`config.mk`:
```
export PLATFORM = sky130hd
export DESIGN_NAME = scd
export DESIGN_NICKNAME = d
export VERILOG_FILES = /design/src/rtl/scd.sv
export SDC_FILE = /design/constraint.sdc
export NUM_CORES = 1
export LEC_CHECK = 0
export ABC_AREA = 1
export CAP_MARGIN = 20
export CORE_MARGIN = 2
export CORE_UTILIZATION = 55
export CTS_CLUSTER_SIZE = 25
export DETAILED_ROUTE_END_ITERATION = 8
export PLACE_DENSITY = 0.88
export SLEW_MARGIN = 20
export SYNTH_ARGS = -nofsm -noshare
export SYNTH_HDL_FRONTEND = slang
export SYNTH_SLANG_ARGS = --single-unit
```
`constraint.sdc`:
```
create_clock -name eboxClk -period 7.6 [get_ports eboxClk]
set_input_delay 0.76 -clock eboxClk [delete_from_list [all_inputs] [get_ports eboxClk]]
set_output_delay 0.76 -clock eboxClk [all_outputs]
set_load 0.005 [all_outputs]
```
`src/rtl/scd.sv`:
```
`default_nettype none
// ============================================================================
// Module   : scd
// Purpose  : Shift-count / floating-exponent datapath with step-loop sequencer
// Revision : 1.0
// ============================================================================
module scd #(
  parameter int WIDTH = 10
) (
  input  logic             eboxClk,
  input  logic             eboxReset,
  input  logic [2:0]       CRAM_SCAD,
  input  logic [2:0]       CRAM_SCADA,
  input  logic [1:0]       CRAM_SCADB,
  input  logic [1:0]       CRAM_SC,
  input  logic             CRAM_FEload,
  input  logic [1:0]       CRAM_ARMM,
  input  logic [8:0]       CRAM_MAGIC,
  input  logic             CTL_stepStart,
  input  logic [35:0]      EDP_AR,
  output logic [WIDTH-1:0] SCD_SC,
  output logic [WIDTH-1:0] SCD_FE,
  output logic [WIDTH-1:0] SCD_SCAD,
  output logic             SCD_SCneg,
  output logic             SCD_SCADneg,
  output logic             SCD_SCge36,
  output logic             SCD_stepping,
  output logic             SCD_stepDone,
  output logic [8:0]       SCD_ARMMupper,
  output logic [4:0]       SCD_ARMMlower
);

  localparam logic [0:WIDTH-1] C_ONE  = 1;
  localparam logic [0:WIDTH-1] C_36   = 36;

  // Big-endian views: index 0 is the most significant bit, matching AR[0:35].
  logic [0:35]      ar;
  logic [0:8]       magic;
  logic [0:WIDTH-1] scada, scadb, scad;
  logic [0:WIDTH-1] sc_q, sc_d, fe_q, fe_d;
  logic             stepping_q, stepping_d;
  logic             step_done_q, step_done_d;
  logic             unused_ar;

  assign ar        = EDP_AR;
  assign magic     = CRAM_MAGIC;
  assign unused_ar = ^{ar[12:17], ar[19:26]};

  always_comb begin
    scada = '0;
    case (CRAM_SCADA)
      3'b000:  scada = fe_q;
      3'b001:  scada = {4'b0, ar[0:5]};
      3'b010:  scada = {2'b0, ar[1:8] ^ {8{ar[0]}}};
      3'b011:  scada = {magic[0], magic};
      default: scada = '0;
    endcase

    scadb = '0;
    case (CRAM_SCADB)
      2'b00:   scadb = sc_q;
      2'b01:   scadb = {4'b0, ar[6:11]};
      2'b10:   scadb = {ar[0], ar[0:8]};
      default: scadb = {magic[0], magic};
    endcase

    scad = '0;
    case (CRAM_SCAD)
      3'b000:  scad = scada;
      3'b001:  scad = scada + ~scadb;
      3'b010:  scad = scada + scadb;
      3'b011:  scad = scada - C_ONE;
      3'b100:  scad = scada + C_ONE;
      3'b101:  scad = scada + ~scadb + C_ONE;
      3'b110:  scad = scada | scadb;
      default: scad = scada & scadb;
    endcase
  end

  // A start always wins; an active loop owns SC until it counts out.
  always_comb begin
    sc_d        = sc_q;
    fe_d        = CRAM_FEload ? scad : fe_q;
    stepping_d  = stepping_q;
    step_done_d = 1'b0;
    if (CTL_stepStart) begin
      sc_d = scad;
      if (scad[0] || (scad == '0)) begin
        stepping_d  = 1'b0;
        step_done_d = 1'b1;
      end else begin
        stepping_d  = 1'b1;
      end
    end else if (stepping_q) begin
      sc_d = sc_q - C_ONE;
      if (sc_q == C_ONE) begin
        stepping_d  = 1'b0;
        step_done_d = 1'b1;
      end
    end else begin
      case (CRAM_SC)
        2'b01:   sc_d = scad;
        2'b10:   sc_d = {ar[18], ar[27:35]};
        2'b11:   sc_d = '0;
        default: sc_d = sc_q;
      endcase
    end
  end

  always_ff @(posedge eboxClk) begin
    if (eboxReset) begin
      sc_q        <= '0;
      fe_q        <= '0;
      stepping_q  <= 1'b0;
      step_done_q <= 1'b0;
    end else begin
      sc_q        <= sc_d;
      fe_q        <= fe_d;
      stepping_q  <= stepping_d;
      step_done_q <= step_done_d;
    end
  end

  always_comb begin
    SCD_ARMMupper = magic;
    case (CRAM_ARMM)
      2'b00:   SCD_ARMMupper = magic;
      2'b01:   SCD_ARMMupper = {ar[0], scad[2:9]};
      2'b10:   SCD_ARMMupper = scad[1:9];
      default: SCD_ARMMupper = sc_q[1:9];
    endcase
  end

  assign SCD_ARMMlower = (CRAM_ARMM == 2'b11) ? sc_q[5:9] : magic[4:8];
  assign SCD_SC        = sc_q;
  assign SCD_FE        = fe_q;
  assign SCD_SCAD      = scad;
  assign SCD_SCneg     = sc_q[0];
  assign SCD_SCADneg   = scad[0];
  assign SCD_SCge36    = ~sc_q[0] & (sc_q >= C_36);
  assign SCD_stepping  = stepping_q;
  assign SCD_stepDone  = step_done_q;

endmodule
`default_nettype wire
```
==> results.json, run 1 <==
{
  "drv_slew": 0,
  "synth_nets": 883,
  "setup_violations": 0,
  "drtIter0Drc": 568,
  "drive_gt1_frac": 0.0626,
  "overflow": 0,
  "cts.sinks": 22,
  "rsz0062_at_grt": "no",
  "cts_setup_buffers": 0,
  "dp.cells": 960,
  "worstSetupPathType": "primary input to primary output",
  "p_leak_nw": 2.61,
  "slew_headroom": 0.470,
  "gp_congestion": 0.971,
  "start_util": 0.564,
  "skew_ns": 0.00180,
  "n_fill_cell": 725,
  "boundaryPins": 110,
  "final_cells": 964,
  "crit_arrival_ns": 5.71,
  "yosysSeqAreaShare": 0.102,
  "cts.clk_slew.worst_paths_ns": 0.08,
  "grt_pass1_wl_mm": 25.6,
  "post-place-ws_ns": 1.31,
  "required_ns": 6.84,
  "startpoint_type": "primary input",
  "seqCellArea_sq_um": 440,
  "grt_use_total": 0.368,
  "ctsResizeCount": 0,
  "async_reset_ff_frac": 0,
  "grt_pass1_vias": 5101,
  "power_density_nw_per_um2": 132,
  "row_count": 32,
  "critPathTopFamily": "compound AO/OA/AOI/OAI gates",
  "multi_input_area_sq_um": 3290,
  "dp.final_hpwl_mm": 13.1,
  "die_area_sq_um": 8600,
  "fmax_mhz": 154,
  "setup_ws_ns": 1.13,
  "coreArea_sq_um": 7690,
  "tritoncts": "done",
  "fin_crit_sh": 0.852,
  "cpPeakStageDelay_ns": 0.79,
  "antenna_found_initial": 0,
  "hold_ws_ns": 0.541,
  "critPathSlowestCell": "clkdlybuf4s50_1",
  "netlist_area_sq_um": 4330,
  "vias": 5752,
  "yosys_warnings": 0,
  "ir_drop_mv": 0.0771,
  "critPathBufInv": 5,
  "antennaDiodeCount": 0,
  "hold_path.class": "register to register",
  "htreeDepth": 1,
  "netlist_top_cells_area": "nand2_1 (17%), ha_1 (12%), dfxtp_1 (10%)",
  "syn2layout_area_growth_pct": 25.0,
  "synth_cell_types": 47,
  "routed_wl_mm": 16.0,
  "synth_top_area_frac": 0.167,
  "synthFlopType": "dfxtp_1",
  "dr.pass1.iters": 5,
  "routed_via_density": 5.97,
  "drv_cap": 0,
  "worstMarginPinSlew_ns": 0.792,
  "nets": 969,
  "ctsRootBufferMaster": "clkbuf_8",
  "post_drt_wl_per_cell_microns": 16.6,
  "syn_inst": 777,
  "syn_area_per_cell_sq_um": 5.58,
  "cts_made_buffers": 3,
  "port_buffers": 95,
  "min_period_ns": 6.47,
  "worstSkewPairLatency_ns": 0.27,
  "yosys.area.top_type": "nand2_1",
  "cts_hold_buffers": 0,
  "ys_seq_elements": 22,
  "hold_viol": 0,
  "final_antenna_net_count": 0,
  "clockBufferDepth": 2,
  "status": "complete, no violations",
  "r2r_setup_slack_ns": 3.54,
  "fp.dieH_microns": 92.8,
  "synth_edf_count": 0,
  "path_max_fanout": 15,
  "endpoint_kind": "primary output",
  "fin_tns_setup_ns": 0,
  "die_w_microns": 92.8,
  "drc": 0,
  "grt_max_degree": 21
}
worst min-delay path, cell delays in order, from the launching register on:
cell	delay, ns
dfxtp_1	0.36
nand2_1	0.08
a21oi_1	0.06
cells in the final DEF (no fill, tap or decap), drive strengths merged, types with 5 or more instances in the layout:
cell type / netlist / layout
a211oi: 5 / 5
a21oi: 58 / 58
inv: 135 / 135
nand2: 196 / 196
o211ai: 12 / 12
o21ai: 82 / 82
nor3: 9 / 9
o22ai: 7 / 7
or2: 12 / 12
dfxtp: 22 / 22
nand3: 70 / 70
clkdlybuf4s50: 0 / 95
xor2: 5 / 5
a31oi: 5 / 5
xnor2: 5 / 5
nand4: 11 / 11
nor2: 61 / 61
ha: 43 / 43
flip-flops by register name, summed over array words and instances, names as in the netlist:
| register | cells |
|---|---|
| SCD_stepping | 1 |
| SCD_SC | 10 |
| SCD_stepDone | 1 |
| SCD_FE | 10 |
power breakdown:
part / switching, mW / total [mW] / internal, mW
combinational: 0.282 / 0.481 / 0.199
clock: 0.0414 / 0.0877 / 0.0463
sequential: 0.0190 / 0.147 / 0.128
logic make-up (layout without fill, tap and decap cells):
kind of cell             count (synthesis)  in the layout  synth area share
flip-flops                              22             22             0.102
XOR/XNOR                                10             10            0.0202
AND/OR/NAND/NOR                        362            362             0.365
AO/OA/AOI/OAI                          181            181             0.239
adder cells (fa/ha/maj)                 45             45             0.133
buffers and inverters                  157            242             0.141
path summary, 6_finish.rpt:
| check | startpoint | endpoint | cells past startpoint |
|---|---|---|---|
| worst max-delay path | CRAM_SCADB[1] | SCD_ARMMupper[7] | 25 |
| worst min-delay path | SCD_SC[6]$_SDFFE_PP0P_ | SCD_SC[6]$_SDFFE_PP0P_ | 2 |
| worst min register to register | SCD_SC[6]$_SDFFE_PP0P_ | SCD_SC[6]$_SDFFE_PP0P_ | 2 |
| worst max register to register | SCD_SC[0]$_SDFFE_PP0P_ | SCD_stepping$_SDFF_PP0_ | 19 |
per-layer routing:
metal,GRT usage,share of wire
met1,0.538,0.42
met2,0.576,0.45
met3,0.0488,0.11
met4,0.0748,0.014
met5,0,0
per-stage QoR:
| step | area, sq um | total power [mW] | util |
|---|---|---|---|
| 6_report | 5420 | 0.716 | 0.704 |
| 5_1_grt | 5420 | 0.771 | 0.704 |
| 4_1_cts | 5420 | 0.705 | 0.704 |
| 3_5_place_dp | 5360 | 0.615 | 0.697 |
| 3_3_place_gp | 5360 | 0.602 | 0.697 |
| 2_1_floorplan | 4330 | 0.432 | - |
synth_stat cells (10+ instances only):
cell	number
nand2_1	193
inv_1	117
nand3_1	69
o21ai_0	61
nor2_1	58
a21oi_1	57
ha_1	43
dfxtp_1	22
inv_2	18
o21ai_1	16
o211ai_1	12
nand4_1	11
clkbuf_1	10
cell type report:
class                           instances  area share
Multi-Input combinational cell        598       0.607
Timing Repair Buffer                   99       0.181
Inverter                              139      0.0963
Sequential cell                        22      0.0813
Tap cell                              102      0.0236
Clock buffer                            4      0.0102
(Power assumes the default switching activity.)
==> run 2, diff against run 1 <==
RECOVER_POWER = 100   (was unset)
==> results.json, run 2 (synthesis gave the netlist of run 1 again) <==
{
  "status": "complete, no violations",
  "die_area_sq_um": 8600,
  "min-delay-start": "SCD_SC[6]$_SDFFE_PP0P_",
  "cp_common_cell": "nand2_1",
  "endpoint_kind": "primary output",
  "worst_r2r_endpoint": "SCD_stepping$_SDFF_PP0_",
  "r2r_start": "SCD_SC[0]$_SDFFE_PP0P_",
  "skew_ns": 0.00456,
  "fp.dieH_microns": 92.8,
  "hold_path_end": "SCD_SC[6]$_SDFFE_PP0P_",
  "slew_headroom": 0.368,
  "rsz0062_at_grt": "no",
  "fmax_mhz": 146,
  "gp_congestion": 0.971,
  "cts_hold_buffers": 0,
  "fin_tns_setup_ns": 0,
  "cts_made_buffers": 3,
  "min_period_ns": 6.83,
  "worstMarginPinSlew_ns": 0.939,
  "final_cell_mix": "nand2_1 (193), inv_1 (119), nand3_1 (69), o21ai_0 (66), nor2_1 (59)",
  "htreeDepth": 1,
  "port_buffers": 95,
  "ctsResizeCount": 0,
  "fin_crit_sh": 0.899,
  "vias": 5739,
  "path_max_fanout": 15,
  "routed_wl_mm": 15.9,
  "startpoint_type": "primary input",
  "final_core_util": 0.702,
  "critPathBufInv": 5,
  "overflow": 0,
  "grt_use_total": 0.368,
  "grt_max_degree": 21,
  "hold-path-cell-count": 2,
  "p_leak_nw": 2.69,
  "post_drt_wl_per_cell_microns": 16.5,
  "cts.clk_slew.worst_paths_ns": 0.08,
  "critPathSlowestCell": "dlygate4sd3_1",
  "power_density_nw_per_um2": 129,
  "n_fill_cell": 730,
  "grt_pass1_vias": 5101,
  "critPathTopFamily": "buffers and inverters",
  "dr.pass1.iters": 7,
  "reg2reg_depth": 20,
  "dp.cells": 960,
  "coreArea_sq_um": 7690,
  "hold_viol": 0,
  "setup_violations": 0,
  "required_ns": 6.84,
  "drc": 0,
  "cts_setup_buffers": 0,
  "drive_gt1_frac": 0.0534,
  "ir_drop_mv": 0.0767,
  "r2r_setup_slack_ns": 3.20,
  "start_util": 0.564,
  "antenna_found_initial": 0,
  "grt_pass1_wl_mm": 25.6,
  "cts.sinks": 22,
  "boundaryPins": 110,
  "final_common_cell": "nand2_1",
  "row_count": 32,
  "cpPeakStageDelay_ns": 0.85,
  "drv_slew": 0,
  "crit_chain": "dlygate4sd3_1 > nand2_1 > o21ai_0 > ha_1 > inv_1 > fa_1 > inv_1 > nand3_1 > nand2_1 > or2_2 > nand3_1 > nand2_1 > nand2_1 > nor2_1 > nand2_2 > o21ai_1 > nand2_1 > o21ai_1 > o21ai_1 > inv_2 > nand2_1 > o221ai_1 > clkdlybuf4s50_1",
  "final_cells": 964,
  "antennaDiodeCount": 0,
  "crit_arrival_ns": 6.07,
  "die_w_microns": 92.8,
  "ctsRootBufferMaster": "clkbuf_8",
  "syn2layout_area_growth_pct": 24.5,
  "final_antenna_net_count": 0,
  "dp.final_hpwl_mm": 13.1,
  "drtIter0Drc": 537,
  "drv_cap": 0,
  "clockBufferDepth": 2,
  "tritoncts": "done",
  "worstSetupPathType": "primary input to primary output",
  "nets": 969,
  "hold_path.class": "register to register",
  "routed_via_density": 5.95,
  "power.total_uw": 697,
  "hold_ws_ns": 0.541,
  "worstSkewPairLatency_ns": 0.27
}
-- run 2: cell types whose count changed in the layout (fill, tap and decap cells not counted), sizes merged --
cell / delta
clkdlybuf4s50: -47
dlygate4sd3: +47
clkinv: +1
inv: -1
-- run 2: worst max path at each step --
stage / endpoint / slack, ns / cells past startpoint / start
floorplan: SCD_ARMMupper[7] / 3.11 / 25 / CRAM_SCADB[0]
global route: SCD_ARMMupper[7] / 0.38 / 25 / CRAM_SCADB[0]
CTS: SCD_ARMMupper[7] / 1.32 / 25 / CRAM_SCADB[1]
finish: SCD_ARMMupper[7] / 0.77 / 23 / CRAM_SCADB[0]
detailed placement: SCD_ARMMupper[7] / 1.31 / 25 / CRAM_SCADB[1]
global placement: SCD_ARMMupper[7] / 1.43 / 27 / CRAM_SCADB[0]
-- run 2: metal layers --
metal  vias up  global-route usage  part of all wire
met1      2618               0.538              0.42
met3        34              0.0488              0.12
met4         0              0.0748             0.016
met5         -                   0                 0
met2       372               0.576              0.45
li1       2715                   -                 -
-- run 2: through the flow --
step                instance area (sq um)  setup WS [ns]
floorplan                            4330           3.11
global placement                     5360           1.43
detailed placement                   5360           1.31
CTS                                  5420           1.32
global route                         5400          0.375
finish                               5400          0.771
-- run 2: power by group --
part | switching (mW) | leakage, nW | internal, mW
clock | 0.0414 | 0.0288 | 0.0463
combinational | 0.279 | 2.48 | 0.185
sequential | 0.0182 | 0.182 | 0.128
-- run 2: worst min-delay path, delay by kind of cell (launching register included) --
| family | cells | cell delay [ns] |
|---|---|---|
| AO/OA/AOI/OAI | 1 | 0.06 |
| flip-flops | 1 | 0.36 |
| AND/OR/NAND/NOR | 1 | 0.08 |
-- run 2: final cells by class --
class | instances | area [sq um] | area share
sequential | 22 | 440 | 0.0816
inverter | 139 | 522 | 0.0967
timing repair buffer | 99 | 981 | 0.182
clock buffer | 4 | 55.1 | 0.0102
tap | 102 | 128 | 0.0237
multi-input combinational | 598 | 3270 | 0.606
